[config.mk]
export PLATFORM = sky130hd
export DESIGN_NAME = led_pattern_ctrl
export DESIGN_NICKNAME = d
export VERILOG_FILES = /design/src/rtl/led_pkg.sv /design/src/rtl/led_pattern_ctrl_key_debounce.sv /design/src/rtl/led_pattern_ctrl.sv
export SDC_FILE = /design/constraint.sdc
export NUM_CORES = 1
export LEC_CHECK = 0
export ABC_AREA = 1
export CORE_MARGIN = 1
export CORE_UTILIZATION = 40
export CTS_BUF_LIST = sky130_fd_sc_hd__clkbuf_4
export DETAILED_ROUTE_END_ITERATION = 7
export PLACE_DENSITY_LB_ADDON = 0.15
export SLEW_MARGIN = 20
export SYNTH_ARGS = -nofsm -noshare
export SYNTH_HDL_FRONTEND = slang
export SYNTH_SLANG_ARGS = --single-unit
[constraint.sdc]
create_clock -name clk -period 5.5 [get_ports clk]
set_input_delay 1.1 -clock clk [delete_from_list [all_inputs] [get_ports clk]]
set_output_delay 1.1 -clock clk [all_outputs]
set_load 0.005 [all_outputs]
[src/rtl/led_pkg.sv]
// Shared types and constants for the LED pattern sequencer.
// LEDs are active-low throughout: a 0 bit is a lit LED.
package led_pkg;

    typedef enum logic [1:0] {
        MODE_WATER  = 2'd0,
        MODE_BOUNCE = 2'd1,
        MODE_BLINK  = 2'd2,
        MODE_FILL   = 2'd3
    } mode_t;

    typedef enum logic {
        DIR_LEFT  = 1'b0,
        DIR_RIGHT = 1'b1
    } dir_t;

    localparam logic [5:0] SEED_WATER  = 6'b111110;
    localparam logic [5:0] SEED_BOUNCE = 6'b111110;
    localparam logic [5:0] SEED_BLINK  = 6'b000000;
    localparam logic [5:0] SEED_FILL   = 6'b111111;
    localparam logic [5:0] LED_OFF     = 6'b111111;

    function automatic logic [5:0] mode_seed(input mode_t m);
        logic [5:0] seed;
        unique case (m)
            MODE_WATER:  seed = SEED_WATER;
            MODE_BOUNCE: seed = SEED_BOUNCE;
            MODE_BLINK:  seed = SEED_BLINK;
            MODE_FILL:   seed = SEED_FILL;
        endcase
        return seed;
    endfunction

endpackage

[src/rtl/led_pattern_ctrl_key_debounce.sv]
// Push-button conditioner: 2-flop synchroniser, stability counter, and a
// single-cycle press pulse on the accepted high-to-low transition.
module key_debounce
    import led_pkg::*;
#(
    parameter logic [19:0] DEB_CNT = 20'd1000000
) (
    input  logic clk,
    input  logic rstn,
    input  logic key_n,
    output logic press_o
);

    logic        sync1_reg;
    logic        sync2_reg;
    logic        level_reg;
    logic        press_reg;
    logic [19:0] cnt_reg;

    always_ff @(posedge clk) begin
        if (!rstn) begin
            sync1_reg <= 1'b1;
            sync2_reg <= 1'b1;
            level_reg <= 1'b1;
            press_reg <= 1'b0;
            cnt_reg   <= '0;
        end else begin
            sync1_reg <= key_n;
            sync2_reg <= sync1_reg;
            press_reg <= 1'b0;
            // Any sample agreeing with the accepted level restarts the count
            if (sync2_reg == level_reg) begin
                cnt_reg <= '0;
            end else if (cnt_reg == DEB_CNT - 20'd1) begin
                cnt_reg   <= '0;
                level_reg <= sync2_reg;
                press_reg <= ~sync2_reg;
            end else begin
                cnt_reg <= cnt_reg + 20'd1;
            end
        end
    end

    assign press_o = press_reg;

endmodule

[src/rtl/led_pattern_ctrl.sv]
// Six-LED pattern sequencer: speed-scaled prescaler, mode/speed registers
// driven by two debounced buttons, and the per-mode stepping logic.
module led_pattern_ctrl
    import led_pkg::*;
#(
    parameter logic [25:0] CNT_MAX = 26'd50000000,
    parameter logic [19:0] DEB_CNT = 20'd1000000,
    parameter int          LED_W   = 6
) (
    input  logic             clk,
    input  logic             rstn,
    input  logic             key_mode_n,
    input  logic             key_speed_n,
    input  logic             en,
    output logic [LED_W-1:0] led_o,
    output logic [1:0]       mode_o,
    output logic [1:0]       speed_o,
    output logic             tick_o
);

    logic        mode_press;
    logic        speed_press;
    logic [25:0] cnt_reg;
    logic [25:0] period;
    logic        tick;
    mode_t       mode_reg;
    mode_t       mode_next;
    logic [1:0]  speed_reg;
    logic [5:0]  led_reg;
    dir_t        dir_reg;
    logic [5:0]  step_led;
    dir_t        step_dir;
    logic [5:0]  lit;
    logic [5:0]  lit_next;

    key_debounce #(.DEB_CNT(DEB_CNT)) u_key_mode (
        .clk     (clk),
        .rstn    (rstn),
        .key_n   (key_mode_n),
        .press_o (mode_press)
    );

    key_debounce #(.DEB_CNT(DEB_CNT)) u_key_speed (
        .clk     (clk),
        .rstn    (rstn),
        .key_n   (key_speed_n),
        .press_o (speed_press)
    );

    assign period    = CNT_MAX >> speed_reg;
    assign tick      = en && (cnt_reg == period - 26'd1);
    assign mode_next = mode_t'(mode_reg + 2'd1);

    always_comb begin
        step_led = led_reg;
        step_dir = dir_reg;
        lit      = ~led_reg;
        lit_next = '0;
        unique case (mode_reg)
            MODE_WATER: begin
                step_led = (led_reg == LED_OFF) ? SEED_WATER : {led_reg[4:0], led_reg[5]};
            end
            MODE_BOUNCE: begin
                lit_next = (dir_reg == DIR_LEFT) ? (lit << 1) : (lit >> 1);
                // Reversal happens on the step that lands on an end bit
                if (lit_next == 6'd0) begin
                    step_led = SEED_BOUNCE;
                    step_dir = DIR_LEFT;
                end else begin
                    step_led = ~lit_next;
                    if (lit_next[5]) begin
                        step_dir = DIR_RIGHT;
                    end else if (lit_next[0]) begin
                        step_dir = DIR_LEFT;
                    end
                end
            end
            MODE_BLINK: begin
                step_led = ~led_reg;
            end
            MODE_FILL: begin
                step_led = (led_reg == 6'd0) ? LED_OFF : (led_reg & (led_reg - 6'd1));
            end
        endcase
    end

    always_ff @(posedge clk) begin
        if (!rstn) begin
            cnt_reg   <= '0;
            mode_reg  <= MODE_WATER;
            speed_reg <= 2'd0;
            led_reg   <= LED_OFF;
            dir_reg   <= DIR_LEFT;
        end else begin
            if (mode_press || speed_press) begin
                cnt_reg <= '0;
            end else if (en) begin
                cnt_reg <= tick ? 26'd0 : cnt_reg + 26'd1;
            end
            if (speed_press) begin
                speed_reg <= speed_reg + 2'd1;
            end
            // A mode change reseeds at once and wins over a coincident step
            if (mode_press) begin
                mode_reg <= mode_next;
                led_reg  <= mode_seed(mode_next);
                dir_reg  <= DIR_LEFT;
            end else if (tick) begin
                led_reg <= step_led;
                dir_reg <= step_dir;
            end
        end
    end

    assign led_o   = led_reg;
    assign mode_o  = mode_reg;
    assign speed_o = speed_reg;
    assign tick_o  = tick;

endmodule

After elaboration in Yosys (flattened, before gate mapping)
Cells that the tools add are included.
{"block": "totals", "reg_bits": 85, "latch_bits": 0, "mem_bits_rw": 0, "romBits": 0, "in_bits": 5, "word_cells": 75, "n_memories": 0}
{"block": "op_classes", "add_sub_neg": 7, "n_mul": 0, "div_mod_pow": 0, "order_cmp": 0, "n_eq_ne": 12, "n_shift": 1, "mux": 12, "bitwise": 10, "reduce_logical": 18}
{"operator": "$add A20 B1 Y20 const B", "count": 2}
{"operator": "$eq A20 B20 Y1 const B", "count": 2}
{"operator": "$mux W6", "count": 6}
{"operator": "$add A26 B1 Y26 const B", "count": 1}
{"operator": "$eq A26 B26 Y1", "count": 1}
{"operator": "$mux W26", "count": 1}
{"operator": "$shr A26 B2 Y26 const A", "count": 1}
{"operator": "$sub A26 B1 Y26 const B", "count": 1}
{"operator": "$pmux W6 S4", "count": 1}
{"operator": "$pmux W6 S3", "count": 1}
{"operator": "$logic_not A6 Y1", "count": 2}
{"operator": "$not A6 Y6", "count": 2}
{"operator": "$reduce_or A3 Y1", "count": 4}
{"operator": "$eq A2 B2 Y1 const B", "count": 4}
{"operator": "$not A1 Y1", "count": 7}
{"operator": "$and A6 B6 Y6", "count": 1}
{"operator": "$eq A6 B6 Y1 const B", "count": 1}
{"operator": "$reduce_or A2 Y1", "count": 3}
{"operator": "$sub A6 B1 Y6 const B", "count": 1}
{"operator": "$add A2 B1 Y2 const B", "count": 2}
{"operator": "$eq A2 B1 Y1 const B", "count": 2}
{"operator": "$logic_not A2 Y1", "count": 2}
{"operator": "$reduce_and A2 Y1", "count": 2}
{"operator": "$mux W1", "count": 3}
{"operator": "6 further kinds", "count": 7}

Longest topological paths before layout
Gate-level depths: netlist of run 1.
{"block": "depth", "depth_word": 7, "depth_mapped": 16, "mapped_depth_nobuf": 16}

Hierarchy
A second synthesis of run 1 with hierarchy kept.
{"block": "hier_totals", "hier_cells": 764, "hier_area_um2": 5151.2}
{"module": "led_pattern_ctrl", "n_inst": 1, "cells_each": 442, "area_per_inst_um2": 2741.4, "seq_area_each_um2": 740.7}
{"module": "key_debounce", "n_inst": 2, "cells_each": 161, "area_per_inst_um2": 1204.9, "seq_area_each_um2": 480.5}

Worst setup path before layout of run 1
Ideal clock, no wire load.
{"block": "synth_timing", "path_type": "reg-to-output", "start": "register speed_reg[0], in the netlist speed_o[0]", "end": "output port tick_o", "t_arrival_ns": 1.798, "t_required_ns": 4.400, "path_slack_ns": 2.602, "path_stages_with_launch": 14, "n_path_buf": 0, "path_cell_list": "dfxtp_1 inv_1 ha_1 inv_1 ha_1 nand2_1 inv_1 nor2_1 nand3_1 nor2_1 nand2_1 nor2_2 nand2_4 inv_1"}
{"block": "synth_via", "elab_chain_len": 4}
{"item": "start, declared", "line_no": "led_pattern_ctrl.sv:28", "source": "logic [1:0] speed_reg;"}
{"item": "start signal, assigned", "line_no": "led_pattern_ctrl.sv:101", "source": "speed_reg <= speed_reg + 2'd1;"}
{"item": "$shr A26 B2 Y26", "line_no": "led_pattern_ctrl.sv:50", "source": "assign period = CNT_MAX >> speed_reg;"}
{"item": "$sub A26 B1 Y26", "line_no": "led_pattern_ctrl.sv:51", "source": "assign tick = en && (cnt_reg == period - 26'd1);"}
{"item": "$eq A26 B26 Y1", "line_no": "led_pattern_ctrl.sv:51"}
{"item": "$logic_and A1 B1 Y1", "line_no": "led_pattern_ctrl.sv:51"}
{"item": "end, declared", "line_no": "led_pattern_ctrl.sv:18", "source": "output logic tick_o"}
No other way between the ends.

Worst setup path after layout of run 1
{"block": "layout_timing", "start": "input port en", "end": "output port tick_o"}
{"block": "layout_via", "elab_chain_len": 1}
{"item": "start, declared", "line_no": "led_pattern_ctrl.sv:14", "source": "input logic en,"}
{"item": "$logic_and A1 B1 Y1", "line_no": "led_pattern_ctrl.sv:51"}
No other way between the ends.

==> run_results.csv, run 1 <==
group,metric,value,unit
synthesis,syn_area,0.00501,mm²
clocking,clock_latency,460,ps
global_routing,grt_usage,0.187,
timing,clock_skew,16.7,ps
pwr,p_leak,2.20,nW
global_routing,grt_pass1_vias,4175,
routing,dr.pass1.iters,5,
floorplanning,start_util,0.414,
synthesis,synth-main-ff-cell,"dfxtp_1",
pwr,p_total,0.00107,W
clocking,clock_sinks,85,
min_path,hp-class,"flop to flop",
synthesis,ys_seq_area_frac,0.339,
timing,finalHoldViolCount,0,
global_routing,grt_pass1_wl,19300,µm
routing,viasPerCell,4.93,
timing,finalCritPeriodShare,0.758,
placement,preCtsSetupSlack,1320,ps
clocking,ctsResizeCount,0,
synthesis,async_reset_ff_frac,0,
clocking,cts_tree,"built",
clocking,numCtsBuffers,9,
clocking,cts_buffer_depth,2,
outcome,status,"completed",
pwr,ir_drop,150,µV
placement,io_buffers,15,
critical_path,r2r-start,"speed_o[0]",
final_layout,largest_reg_flops,26,
synthesis,synth_top_area_share,0.339,
global_routing,grt_max_degree,26,
critical_path,critPathCaptureType,"output pin",
critical_path,critPathArrivalTime,3070,ps
synthesis,yosysTopAreaCell,"dfxtp_1",
routing,drc,0,
floorplanning,core_area,0.0121,mm²
critical_path,startpoint_type,"input pin",
final_layout,finalNetCount,779,
placement,hpwl,8640,µm
min_path,hp-start,"u_key_mode.sync1_reg",
floorplanning,die_area,0.0130,mm²
synthesis,synth_edf_count,0,
final_layout,fin_area,0.00547,mm²
critical_path,crit_path_cell_trace,"clkdlybuf4s50_1, nand2_1, nor2_1, nand3_1, nor2_1, nand2_1, nor2_2, nand2_4, inv_1, clkdlybuf4s50_1",
routing,vias,4582,
synthesis,yosys.cell_types.count,37,
timing,rsz0062_at_grt,"no",
critical_path,worst-path-max-fanout,9,
routing,wirelength,11300,µm
synthesis,synth_area_leaders,"dfxtp_1 (34%), nand2_1 (12%), nor2_1 (9.7%)",
placement,dpl-instance-area,0.00530,mm²
synthesis,ys_seq_elements,85,
critical_path,r2r_slack,3000,ps
critical_path,timing.rr.end,"cnt_reg[1]",
synthesis,ys_warn_count,0,
timing,fmax,240,MHz
timing,finalCriticalPeriod,4170,ps
clocking,cts_setup_buffers,0,
critical_path,crit_required,4400,ps
pwr,power_density,196,mW/mm²
timing,drv_slew,0,
synthesis,syn_nets,764,
critical_path,crit_type,"input pin to output pin",
synthesis,avgSynthCellArea,6.76,µm²
timing,relSlewSlack,0.488,
timing,layout_setup_ws,1330,ps
global_routing,grt-ovfl-total,0,
critical_path,cp-startpoint,"en",
clocking,postCtsHoldBufs,0,
global_routing,antenna_found_initial,0,
timing,setup_viol_count_final,0,
critical_path,ff2ff_path_depth,14,
routing,wl_per_cell,12.1,µm
floorplanning,dieWidth,114,µm
floorplanning,ios,16,
clocking,path_clk_slew,150,ps
placement,place_congestion,0.869,
timing,tightest_slew,765,ps
synthesis,postSynthCellCount,742,
critical_path,cpPeakStageDelay,630,ps
floorplanning,rows,40,
final_layout,n_antenna_cell,0,
clocking,cts_root_buf,"clkbuf_4",
timing,fin_setup_tns,0,ps
final_layout,syn_to_final_growth,9.11,%
floorplanning,die_h,114,µm
routing,drtAntennaViolNets,0,
clocking,htree_num_levels,3,
critical_path,cpMaxStageDelayCell,"clkdlybuf4s50_1",
routing,drt_iter0_drc,269,
critical_path,crit_end,"tick_o",
final_layout,post-route-util,0.452,
job,maxCapViolations,0,
final_layout,final_layout_size_suffix_gt1_frac,0.0866,
cell type report:
cell class | instances | area, µm²
clock buffer | 9 | 67.6
sequential | 85 | 1700
clock inverter | 7 | 105
multi-input combinational | 553 | 2890
tap | 168 | 210
timing repair buffer | 15 | 150
fill | 1312 | 6640
inverter | 93 | 349
layout by cell type, fill, tap and decap left out, drive strengths merged:
cell,netlist,layout
clkinv,0,1
clkdlybuf4s50,0,15
nor3b,2,2
o221ai,2,2
nor2,139,139
o21ai,19,19
xnor2,8,8
dfxtp,85,85
nand3,53,53
a21oi,37,37
ha,17,17
or2,10,10
and3,2,2
or3,1,1
nand3b,1,1
bufinv,0,2
xor2,25,25
nor3,37,37
nand4,18,18
nand2,167,167
inv,93,96
clkbuf,2,9
a31oi,4,4
nor4,10,10
clkinvlp,0,1
o22ai,1,1
metrics by stage:
stage | hold WS (ps) | std cells
final | 435 | 930
after floorplan | 393 | 742
after CTS | 443 | 930
after detailed placement | 407 | 914
after global routing | 461 | 930
after global placement | 396 | 914
worst max-delay path, delay by kind of cell:
family	cells	cell delay (ps)
buf+inv	3	1230
simple gates	7	750
layer usage:
| metal | up-vias | share of wire | global-route usage |
|---|---|---|---|
| met5 | - | 0 | 0 |
| met2 | 65 | 0.44 | 0.291 |
| met1 | 2085 | 0.51 | 0.253 |
| met4 | 0 | 0.015 | 0.0779 |
| li1 | 2418 | - | - |
| met3 | 14 | 0.036 | 0.0351 |
synthesized netlist by cell type, types with 4 or more instances:
library cell  count
nor3_2           10
or2_2             9
nand4_1          17
a31oi_1           4
dfxtp_1          85
ha_1             17
nor2_1          129
nor2_2            8
buf_2             4
xor2_1           25
a21oi_1          37
nand3_1          50
inv_1            88
nand2_1         159
xnor2_1           8
inv_2             5
o21ai_0          17
nand2_2           6
nor3_1           24
nor4_1            9
worst min path at each step:
stage | end | slack, ps | depth (start not counted)
after detailed placement | u_key_speed.sync2_reg | 410 | 1
after global placement | u_key_mode.sync2_reg | 400 | 1
after CTS | u_key_speed.sync2_reg | 440 | 1
after global routing | u_key_mode.sync2_reg | 460 | 1
final | u_key_mode.sync2_reg | 430 | 1
after floorplan | u_key_mode.sync2_reg | 390 | 1
where the power goes:
| part | internal [W] | switching (W) | leakage (nW) | total [W] |
|---|---|---|---|---|
| clock network | 0.000191 | 0.000237 | 0.0891 | 0.000428 |
| logic | 0.00000668 | 0.0000143 | 1.43 | 0.0000210 |
| registers | 0.000619 | 0.00000206 | 0.686 | 0.000621 |
| total | 0.000817 | 0.000253 | 2.20 | 0.00107 |
cells by family after synthesis:
kind of cell | synth area share
xor+xnor | 0.0577
simple gates | 0.410
buf+inv | 0.0849
compound gates | 0.0657
fa+ha+maj | 0.0424
flops | 0.339
Note: power is estimated with default switching activity, not from simulation.
==> run 2, diff against run 1 <==
Clock period 5.5 ns to 4.1 ns, I/O delays scaled along.
==> run 2 against run 1 <==
Routed wire length is 0.60% higher. Final cell count rose by 0.22%. Via count down 0.11%. Final area is 0.16% lower. Combinational power is 43% higher. Clock-buffer cell count up 1. Critical path type is now flop to output pin.
==> run_results.csv, run 2 (synthesized netlist as in run 1, its figures left out) <==
group,metric,value,unit
critical_path,crit_end,"tick_o",
critical_path,cpMaxStageDelayCell,"dfxtp_1",
clocking,postCtsHoldBufs,0,
clocking,cts_tree,"built",
critical_path,startpoint_type,"flop",
floorplanning,die_area,0.0130,mm²
final_layout,finalNetCount,781,
critical_path,worst-path-max-fanout,9,
timing,finalHoldViolCount,0,
critical_path,cp.depth,13,
placement,io_buffers,15,
timing,relSlewSlack,0.488,
final_layout,largest_reg_flops,26,
final_layout,final_common_cell,"nand2_1",
routing,dr.pass1.iters,5,
clocking,path_clk_slew,140,ps
clocking,htree_num_levels,3,
routing,wl_per_cell,12.2,µm
timing,fin_setup_tns,0,ps
global_routing,grt_max_degree,26,
pwr,clock_power_share,0.373,
pwr,switching_share,0.245,
critical_path,critPathArrivalTime,2960,ps
pwr,p_int,0.00104,W
critical_path,cp_top_family,"buffers and inverters",
clocking,clock_sinks,85,
clocking,numCtsBuffers,9,
critical_path,cpPeakStageDelay,490,ps
critical_path,cp-startpoint,"speed_o[1]",
outcome,status,"completed",
floorplanning,start_util,0.414,
pwr,p_total,0.00138,W
timing,finalCriticalPeriod,3780,ps
global_routing,grt-ovfl-total,0,
critical_path,timing.rr.end,"cnt_reg[0]",
clocking,cts_root_buf,"clkbuf_4",
floorplanning,ios,16,
global_routing,grt_pass1_wl,20000,µm
final_layout,syn_to_final_growth,8.94,%
pwr,p_seq_frac,0.606,
routing,drtAntennaViolNets,0,
timing,setup_viol_count_final,0,
floorplanning,rows,40,
routing,drt_iter0_drc,305,
min_path,min_path_cells,1,
pwr,combPwrFrac,0.022,
critical_path,worst-path-buf-inv,4,
critical_path,crit_top_cell,"inv_1",
final_layout,fillers,1285,
final_layout,final_layout_size_suffix_gt1_frac,0.0916,
floorplanning,die_h,114,µm
final_layout,n_antenna_cell,0,
global_routing,grt_pass1_vias,4340,
timing,drv_slew,0,
global_routing,grt_usage,0.193,
pwr,switchingPower,0.000337,W
critical_path,crit_required,3280,ps
routing,drc,0,
critical_path,r2r-start,"speed_o[1]",
critical_path,critPathCaptureType,"output pin",
routing,viasPerCell,4.91,
pwr,p_leak,2.20,nW
critical_path,r2r_slack,1670,ps
final_layout,final_cell_mix,"nand2_1 (159), nor2_1 (129), inv_1 (88)",
floorplanning,dieWidth,114,µm
timing,finalCritPeriodShare,0.923,
critical_path,crit_path_cell_trace,"ha_2, inv_1, ha_1, nand2_1, inv_1, nor2_1, nand3_1, nor2_1, nand2_1, nor2_2, nand2_4, inv_1, clkdlybuf4s50_1",
min_path,hp-class,"flop to flop",
routing,wirelength,11300,µm
critical_path,ff2ff_path_depth,13,
timing,rsz0062_at_grt,"no",
timing,clock_skew,8.99,ps
floorplanning,core_area,0.0121,mm²
global_routing,antenna_found_initial,0,
clocking,clock_latency,460,ps
pwr,power_density,252,mW/mm²
clocking,cts_buffer_depth,2,
job,maxCapViolations,0,
placement,hpwl,8550,µm
routing,vias,4577,
pwr,ir_drop,230,µV
critical_path,crit_type,"flop to output pin",
timing,fmax,264,MHz
placement,place_congestion,0.908,
timing,tightest_slew,766,ps
-- run 2: cell types whose count changed in the layout (fill, tap and decap cells not counted) --
cell	previous run	this run
ha_1	17	16
inv_6	2	1
clkinv_2	0	1
clkinv_4	1	0
clkbuf_4	9	10
dfxtp_1	85	84
clkinvlp_4	1	2
ha_2	0	1
bufinv_16	2	1
dfxtp_2	0	1
buf_4	0	2
-- run 2: how the worst min path moves through the flow --
stage	start	endpoint	slack [ps]
floorplan	u_key_mode.sync1_reg	u_key_mode.sync2_reg	390
global route	u_key_mode.sync1_reg	u_key_mode.sync2_reg	440
detailed placement	u_key_mode.sync1_reg	u_key_mode.sync2_reg	400
finish	u_key_mode.sync1_reg	u_key_mode.sync2_reg	430
CTS	u_key_mode.sync1_reg	u_key_mode.sync2_reg	430
global placement	u_key_mode.sync1_reg	u_key_mode.sync2_reg	400
-- run 2: power by group through the flow --
stage               Clock [W]  Sequential (W)  Combinational [W]
floorplan                   0        0.000851          0.0000214
global placement            0        0.000851          0.0000303
detailed placement          0        0.000851          0.0000307
CTS                  0.000539        0.000833          0.0000306
global route         0.000574        0.000834          0.0000340
finish               0.000512        0.000833          0.0000300
-- run 2: area by class of cell --
| cell class | instances | area (µm²) | share of cell area |
|---|---|---|---|
| well taps | 168 | 210 | 0.0385 |
| inverters | 93 | 349 | 0.0639 |
| clock inverters | 6 | 70.1 | 0.0128 |
| clock buffers | 10 | 75.1 | 0.0137 |
| flip-flops and latches | 85 | 1700 | 0.312 |
| multi-input cells | 553 | 2890 | 0.529 |
| repair buffers | 17 | 165 | 0.0302 |
-- run 2: stage by stage --
stage	cell area [µm²]	utilization	worst slack [ps]	hold WS, ps	cells
global placement	5310	0.439	687	395	916
detailed placement	5310	0.439	649	400	916
finish	5460	0.451	315	429	932
global route	5460	0.451	57.8	439	932
CTS	5460	0.451	198	433	932
floorplan	5010	-	1480	393	742
-- run 2: routing by layer --
layer	vias to the layer above	GRT usage	part of all wire
met5	-	0	0
met4	0	0.0615	0.014
met3	13	0.0521	0.043
met2	83	0.307	0.45
met1	2060	0.253	0.50
li1	2421	-	-
-- run 2: timing repair --
item	CTS	global route
gates resized for setup	0	2
setup endpoints to repair	0	1
buffers inserted	0	0
endpoints found under the hold margin	0	0
